**src/rtl/letter_pkg.sv**
```systemverilog
// Shared letter codes, seven-segment patterns (active-low, bit 0 = segment a)
// and the display mode type for the letter message path.
package letter_pkg;

   typedef enum logic {EDIT = 1'b0, SCROLL = 1'b1} mode_e;

   localparam logic [5:0]
      LTR_A = 6'd0,  LTR_B = 6'd1,  LTR_C = 6'd2,  LTR_D = 6'd3,  LTR_E = 6'd4,
      LTR_F = 6'd5,  LTR_G = 6'd6,  LTR_H = 6'd7,  LTR_I = 6'd8,  LTR_J = 6'd9,
      LTR_K = 6'd10, LTR_L = 6'd11, LTR_M = 6'd12, LTR_N = 6'd13, LTR_O = 6'd14,
      LTR_P = 6'd15, LTR_Q = 6'd16, LTR_R = 6'd17, LTR_S = 6'd18, LTR_T = 6'd19,
      LTR_U = 6'd20, LTR_V = 6'd21, LTR_W = 6'd22, LTR_X = 6'd23, LTR_Y = 6'd24,
      LTR_Z = 6'd25;

   // Codes above LTR_Z are not letters; this one is used internally for blank digits.
   localparam logic [5:0] CODE_BLANK = 6'h3F;

   localparam logic [6:0]
      SEG_A = ~7'h77, SEG_B = ~7'h7C, SEG_C = ~7'h39, SEG_D = ~7'h5E, SEG_E = ~7'h79,
      SEG_F = ~7'h71, SEG_G = ~7'h3D, SEG_H = ~7'h76, SEG_I = ~7'h30, SEG_J = ~7'h1E,
      SEG_K = ~7'h75, SEG_L = ~7'h38, SEG_M = ~7'h37, SEG_N = ~7'h54, SEG_O = ~7'h3F,
      SEG_P = ~7'h73, SEG_Q = ~7'h67, SEG_R = ~7'h50, SEG_S = ~7'h6D, SEG_T = ~7'h78,
      SEG_U = ~7'h3E, SEG_V = ~7'h1C, SEG_W = ~7'h2A, SEG_X = ~7'h64, SEG_Y = ~7'h6E,
      SEG_Z = ~7'h5B, SEG_BLANK = 7'h7F;

   function automatic logic is_letter(input logic [5:0] code);
      return code <= LTR_Z;
   endfunction

endpackage

```
**src/rtl/letter_message_controller_if.sv**
```systemverilog
// Board-side signals of the letter message controller: switches, keys and
// the four seven-segment digits.
interface letter_message_controller_if;
   logic [5:0] SW;
   logic [1:0] KEY;
   logic [6:0] HEX0;
   logic [6:0] HEX1;
   logic [6:0] HEX2;
   logic [6:0] HEX3;

   modport master (output SW, output KEY, input HEX0, input HEX1, input HEX2, input HEX3);
   modport slave  (input SW, input KEY, output HEX0, output HEX1, output HEX2, output HEX3);
endinterface

```
**src/rtl/letter_seg_decoder.sv**
```systemverilog
// Combinational letter code to active-low seven-segment lookup; non-letters blank.
module letter_seg_decoder
   import letter_pkg::*;
(
   input  logic [5:0] code_i,
   output logic [6:0] seg_o
);

   always_comb begin
      case (code_i)
         LTR_A: seg_o = SEG_A;   LTR_B: seg_o = SEG_B;   LTR_C: seg_o = SEG_C;
         LTR_D: seg_o = SEG_D;   LTR_E: seg_o = SEG_E;   LTR_F: seg_o = SEG_F;
         LTR_G: seg_o = SEG_G;   LTR_H: seg_o = SEG_H;   LTR_I: seg_o = SEG_I;
         LTR_J: seg_o = SEG_J;   LTR_K: seg_o = SEG_K;   LTR_L: seg_o = SEG_L;
         LTR_M: seg_o = SEG_M;   LTR_N: seg_o = SEG_N;   LTR_O: seg_o = SEG_O;
         LTR_P: seg_o = SEG_P;   LTR_Q: seg_o = SEG_Q;   LTR_R: seg_o = SEG_R;
         LTR_S: seg_o = SEG_S;   LTR_T: seg_o = SEG_T;   LTR_U: seg_o = SEG_U;
         LTR_V: seg_o = SEG_V;   LTR_W: seg_o = SEG_W;   LTR_X: seg_o = SEG_X;
         LTR_Y: seg_o = SEG_Y;   LTR_Z: seg_o = SEG_Z;
         default: seg_o = SEG_BLANK;
      endcase
   end

endmodule

```
**src/rtl/letter_message_controller.sv**
```systemverilog
// Captures letters from SW on KEY[0] presses and shows them on HEX3..HEX0,
// either as the last four entered (EDIT) or as a rotating message (SCROLL).
//   state  | meaning
//   EDIT   | KEY[0] appends a letter, HEX0 shows the newest letter
//   SCROLL | message plus one blank slot rotates left every SCROLL_TICKS cycles
module letter_message_controller
   import letter_pkg::*;
#(
   parameter int DEPTH        = 8,
   parameter int SCROLL_TICKS = 25_000_000
)(
   input  logic                        CLOCK_50,
   input  logic                        RESET,
   letter_message_controller_if.slave  bus
);

   localparam int AW = $clog2(DEPTH);
   localparam int CW = AW + 1;
   localparam int TW = $clog2(SCROLL_TICKS);

   logic [1:0]    key_s1_q, key_s2_q, key_prev_q, pulse_q;
   mode_e         mode_q;
   logic [CW-1:0] count_q, pos_q;
   logic [TW-1:0] tick_q;
   logic [5:0]    buf_q [DEPTH];
   logic          wr_en;
   logic [5:0]    code [4];
   logic [6:0]    seg [4];
   logic [6:0]    hex_q [4];
   logic [CW-1:0] idx, per;

   always_ff @(posedge CLOCK_50 or posedge RESET) begin
      if (RESET) begin
         key_s1_q   <= 2'b11;
         key_s2_q   <= 2'b11;
         key_prev_q <= 2'b11;
         pulse_q    <= 2'b00;
      end else begin
         key_s1_q   <= bus.KEY;
         key_s2_q   <= key_s1_q;
         key_prev_q <= key_s2_q;
         pulse_q    <= key_prev_q & ~key_s2_q;
      end
   end

   // A mode-toggle pulse always wins over a same-cycle letter pulse.
   assign wr_en = (mode_q == EDIT) && pulse_q[0] && !pulse_q[1] &&
                  is_letter(bus.SW) && (count_q < CW'(DEPTH));

   always_ff @(posedge CLOCK_50 or posedge RESET) begin
      if (RESET) begin
         mode_q  <= EDIT;
         count_q <= '0;
         pos_q   <= '0;
         tick_q  <= '0;
      end else begin
         case (mode_q)
            EDIT: begin
               if (pulse_q[1]) begin
                  if (count_q != '0) begin
                     mode_q <= SCROLL;
                     pos_q  <= '0;
                     tick_q <= '0;
                  end
               end else if (wr_en) begin
                  count_q <= count_q + 1'b1;
               end
            end
            SCROLL: begin
               if (pulse_q[1]) begin
                  mode_q  <= EDIT;
                  count_q <= '0;
                  pos_q   <= '0;
                  tick_q  <= '0;
               end else if (tick_q == TW'(SCROLL_TICKS - 1)) begin
                  tick_q <= '0;
                  pos_q  <= (pos_q == count_q) ? '0 : pos_q + 1'b1;
               end else begin
                  tick_q <= tick_q + 1'b1;
               end
            end
            default: mode_q <= EDIT;
         endcase
      end
   end

   always_ff @(posedge CLOCK_50) begin
      if (wr_en) buf_q[count_q[AW-1:0]] <= bus.SW;
   end

   // Scroll index is (p + k) mod (count+1); p <= count and k <= 3, so two
   // conditional subtractions always suffice.
   always_comb begin
      idx = '0;
      per = count_q + 1'b1;
      for (int d = 0; d < 4; d++) begin
         code[d] = CODE_BLANK;
         if (mode_q == EDIT) begin
            if (count_q > CW'(d)) begin
               idx     = count_q - CW'(d) - 1'b1;
               code[d] = buf_q[idx[AW-1:0]];
            end
         end else begin
            idx = pos_q + CW'(3 - d);
            if (idx >= per) idx = idx - per;
            if (idx >= per) idx = idx - per;
            if (idx != count_q) code[d] = buf_q[idx[AW-1:0]];
         end
      end
   end

   for (genvar g = 0; g < 4; g++) begin : g_dig
      letter_seg_decoder u_dec (.code_i(code[g]), .seg_o(seg[g]));
   end

   always_ff @(posedge CLOCK_50 or posedge RESET) begin
      if (RESET) begin
         for (int i = 0; i < 4; i++) hex_q[i] <= SEG_BLANK;
      end else begin
         for (int i = 0; i < 4; i++) hex_q[i] <= seg[i];
      end
   end

   assign bus.HEX0 = hex_q[0];
   assign bus.HEX1 = hex_q[1];
   assign bus.HEX2 = hex_q[2];
   assign bus.HEX3 = hex_q[3];

endmodule

```
**src/flat_wrapper.sv**
```systemverilog
// flat-port wrapper written by rule: the top's interface ports become plain ports
module letter_message_controller_flat import letter_pkg::*;
#(
   parameter int DEPTH        = 8,
   parameter int SCROLL_TICKS = 25_000_000
)
  (CLOCK_50, RESET, bus_SW, bus_KEY, bus_HEX0, bus_HEX1, bus_HEX2, bus_HEX3);
  letter_message_controller_if bus_i ();
  input  logic CLOCK_50;
  input  logic RESET;
  input wire logic [$bits(bus_i.SW)-1:0] bus_SW;
  input wire logic [$bits(bus_i.KEY)-1:0] bus_KEY;
  output wire logic [$bits(bus_i.HEX0)-1:0] bus_HEX0;
  output wire logic [$bits(bus_i.HEX1)-1:0] bus_HEX1;
  output wire logic [$bits(bus_i.HEX2)-1:0] bus_HEX2;
  output wire logic [$bits(bus_i.HEX3)-1:0] bus_HEX3;
  assign bus_i.SW = bus_SW;
  assign bus_i.KEY = bus_KEY;
  assign bus_HEX0 = bus_i.HEX0;
  assign bus_HEX1 = bus_i.HEX1;
  assign bus_HEX2 = bus_i.HEX2;
  assign bus_HEX3 = bus_i.HEX3;
  letter_message_controller #(.DEPTH(DEPTH), .SCROLL_TICKS(SCROLL_TICKS)) u_core (.CLOCK_50(CLOCK_50), .RESET(RESET), .bus(bus_i));
endmodule
```
**config.mk**
```make
export PLATFORM = sky130hd
export DESIGN_NAME = letter_message_controller_flat
export DESIGN_NICKNAME = d
export VERILOG_FILES = /design/src/rtl/letter_pkg.sv /design/src/rtl/letter_message_controller_if.sv /design/src/rtl/letter_seg_decoder.sv /design/src/rtl/letter_message_controller.sv /design/src/flat_wrapper.sv
export SDC_FILE = /design/constraint.sdc
export NUM_CORES = 1
export LEC_CHECK = 0
export BUFFER_PORTS_ARGS = -buffer_cell sky130_fd_sc_hd__buf_2
export CORE_ASPECT_RATIO = 1.1
export CORE_MARGIN = 3
export CORE_UTILIZATION = 29
export CTS_CLUSTER_SIZE = 28
export DETAILED_ROUTE_END_ITERATION = 12
export GPL_ROUTABILITY_DRIVEN = 1
export PLACE_DENSITY_LB_ADDON = 0.2
export SETUP_SLACK_MARGIN = 0.5
export SLEW_MARGIN = 15
export SYNTH_ARGS = -nofsm -noshare
export SYNTH_HDL_FRONTEND = slang
export SYNTH_SLANG_ARGS = --single-unit
export TNS_END_PERCENT = 20
```
**constraint.sdc**
```tcl
create_clock -name CLOCK_50 -period 8.99 [get_ports CLOCK_50]
set_clock_uncertainty 0.15 [all_clocks]
set_input_delay 0.4495 -clock CLOCK_50 [delete_from_list [all_inputs] [get_ports CLOCK_50]]
set_output_delay 0.4495 -clock CLOCK_50 [all_outputs]
set_load 0.1 [all_outputs]
```
==> flow_summary.toml <==
[setup_path]
crit_fanout = 24
timing_worst_setup_path_type = "reg2reg"
critical_path.startpoint_type = "flip-flop"
arrival_ns = 8.26
cp_data_required_time_ns = 9.20
critical_path.endpoint_type = "flip-flop"

[cts]
tritoncts = "done"
clock-root-buffer = "clkbuf_16"
cts_inserted_buffers = 17
clock_insertion_delay_at_the_later_pin_of_the_skew_report_ns = 0.44
cts_max_path_buffers = 2
clock_sinks = 118
cts.clk_slew.worst_paths_ns = 0.06
htree_num_levels = 4
post-cts-setup-buffer-count = 0

[floorplan]
floorplan.die_area_um2 = 48600
core_um2 = 45000
row_count = 81
top_level_ports = 38
floorplan.initialDensity_pct = 29.6
chipWidth_um = 210
die_height_um = 231

[place]
gpl.final_weighted_congestion = 0.955
dpl_cell_area_um2 = 14000
detailed_place_hpwl_um = 34900
post-place-ws_ns = 0.700
portBuffers = 37

[synthesis]
synth.net_count = 1561
synth_seq_area_share_pct = 24.3
post_synth_inst_count = 1489
synth-edff-count = 48
synth_async_reset_ratio_pct = 59.3
synth.cell_area_um2 = 13300
synth_warnings = 0
ys_ff_latch = 118
synth-main-ff-cell = "edfxtp_1"
syn_area_per_cell_um2 = 8.96
post_synth_num_cell_types = 117

[detailed_routing]
routedWlPerCell_um = 22.7
residual_drc = 0
wire_length_reported_by_the_detailed_router_um = 47100
final_antenna_net_count = 0
via_per_inst = 6.04
drtIter0Drc = 1040
drt-pass1-iter-count = 6
via_count = 12500

[layout]
most_common_cell_after_layout_fill_and_taps_aside = "nand2_1"
post-route-util_pct = 32.7
num-nets-final = 1556
synthToLayoutAreaGrowth_pct = 10.2
antenna_cells = 0
layout_common_cells = "nand2_1 (150), a21oi_1 (82), o21ai_0 (77), nor2_1 (76), inv_1 (64)"
ratio_of_cells_with_drive_above_1_in_the_final_layout_pct = 18.9
layout.cell_area.non_filler_um2 = 14700

[status]
result_of_the_run = "complete, no violations"

[timing]
max_slew_margin_pct = 17.8
pin_slew_with_the_least_headroom_to_its_limit_ns = 1.22
setup_tns_ns = 0
timing.final.crit_period_ns = 8.05
fin_ws_ns = 0.943
post-route-period-util_pct = 89.5
finalHoldViolCount = 0
slew_violations = 0
total_of_endpoints_with_negative_setup_slack_in_the_final_report = 0
max_freq_ghz = 0.124
rsz_0062_raised_after_global_routing = "no"

[global_route]
grt_start_max_net_pins = 71
globalRouteTotalUtil_pct = 19.2
globalRouteOverflowTotal = 0
grt_pass1_wl_um = 72800
number_of_antenna_violations_at_the_first_check_in_global_routing = 0
via_count_of_the_first_global_routing_pass = 12000

[flow_run]
cap_violations = 0

[worst_hold_path]
hp-class = "in2reg"
==> layer usage <==
metal	vias to the layer above	wire, um	share of wire (%)	global-route usage [%]
li1	5751	-	-	-
met1	6258	20500	44	25.8
met2	458	22500	48	31.5
met3	76	2640	5.6	3.10
met4	0	1450	3.1	6.36
met5	-	0	0	0
==> Yosys cell counts, drive strengths merged, types with 48 or more instances <==
cell / number / share of area, %
nor3: 55 / 2.2
mux2i: 55 / 4.3
nand3: 59 / 2.3
buf: 57 / 2.5
nor2: 77 / 2.2
o21ai: 92 / 3.6
edfxtp: 48 / 11
mux4: 49 / 8.3
inv: 75 / 2.1
a21oi: 89 / 3.5
nand2: 153 / 4.3
ha: 54 / 5.1
==> final timing paths <==
| path | startpoint | to | slack, ns | cells after the start |
|---|---|---|---|---|
| max | u_core.count_q[0] | u_core.bus.HEX3[2] | 0.94 | 26 |
| min | bus_SW[0] | u_core.buf_q[3][0] | 0.15 | 1 |
| max reg2reg | u_core.count_q[0] | u_core.bus.HEX3[2] | 0.94 | 26 |
| min reg2reg | u_core.key_s1_q[0] | u_core.key_s2_q[0] | 0.20 | 0 |
| max in group asynchronous | RESET | u_core.count_q[0] | 7.80 | 3 |
| min in group asynchronous | RESET | u_core.tick_q[19] | 0.18 | 3 |
==> layout make-up <==
type,count,area [um^2]
clock buffer,17,425
fill,4769,30300
tap,581,727
sequential,118,3240
multi-input combinational,1202,9400
timing repair buffer,69,430
clock inverter,15,191
inverter,76,292
==> sequential cells by signal, indices dropped and copies added, names as in the netlist, 4 cells and up <==
name / flops
u_core.bus.HEX2: 7
u_core.bus.HEX0: 7
u_core.bus.HEX3: 7
u_core.count_q: 4
u_core.tick_q: 25
u_core.buf_q: 48
u_core.pos_q: 4
u_core.bus.HEX1: 7
==> kinds of logic after synthesis <==
logic type               after synthesis  synth area share (%)
adder cells (fa/ha/maj)               73                  7.13
AND/OR/NAND/NOR                      491                  18.5
flip-flops                           118                  24.3
AO/OA/AOI/OAI                        453                  25.8
multiplexers                         121                  14.0
XOR/XNOR                              64                  4.71
buffers and inverters                169                  5.65
==> critical path: stages, from the launching register on <==
cell and delay (ns):
dfrtp_4 0.47, inv_1 0.08, ha_1 0.25, inv_1 0.12, buf_4 0.39, ha_1 0.37
nand2b_1 0.26, a21oi_1 0.33, o21ai_1 0.16, a21o_1 0.19, nand2_2 0.20, inv_2 0.15
ha_1 0.64, a21oi_1 0.16, a21oi_1 0.14, o21ai_0 0.14, o21ai_1 0.59, nand2_1 0.49
a32o_1 0.41, nor3b_1 0.14, or4_1 0.43, a22oi_2 0.54, inv_2 0.13, ha_1 0.26
mux2_2 0.26, a221o_1 0.29, a31oi_1 0.17
==> what timing repair did <==
item | CTS | global route
gates resized for setup | 0 | 7
setup endpoints to repair | 0 | 7
hold buffers | 2 | 0
hold endpoints to repair | 2 | 0
==> stage by stage <==
step | instances | hold WS, ns
floorplan | 1489 | 0.195
global placement | 2044 | 0.196
detailed placement | 2044 | 0.197
CTS | 2078 | 0.118
global route | 2078 | 0.138
finish | 2078 | 0.146
Power is left out: the tool's default activity adds up to more than one toggle a clock period on the data nets, which glitch-free logic cannot reach.
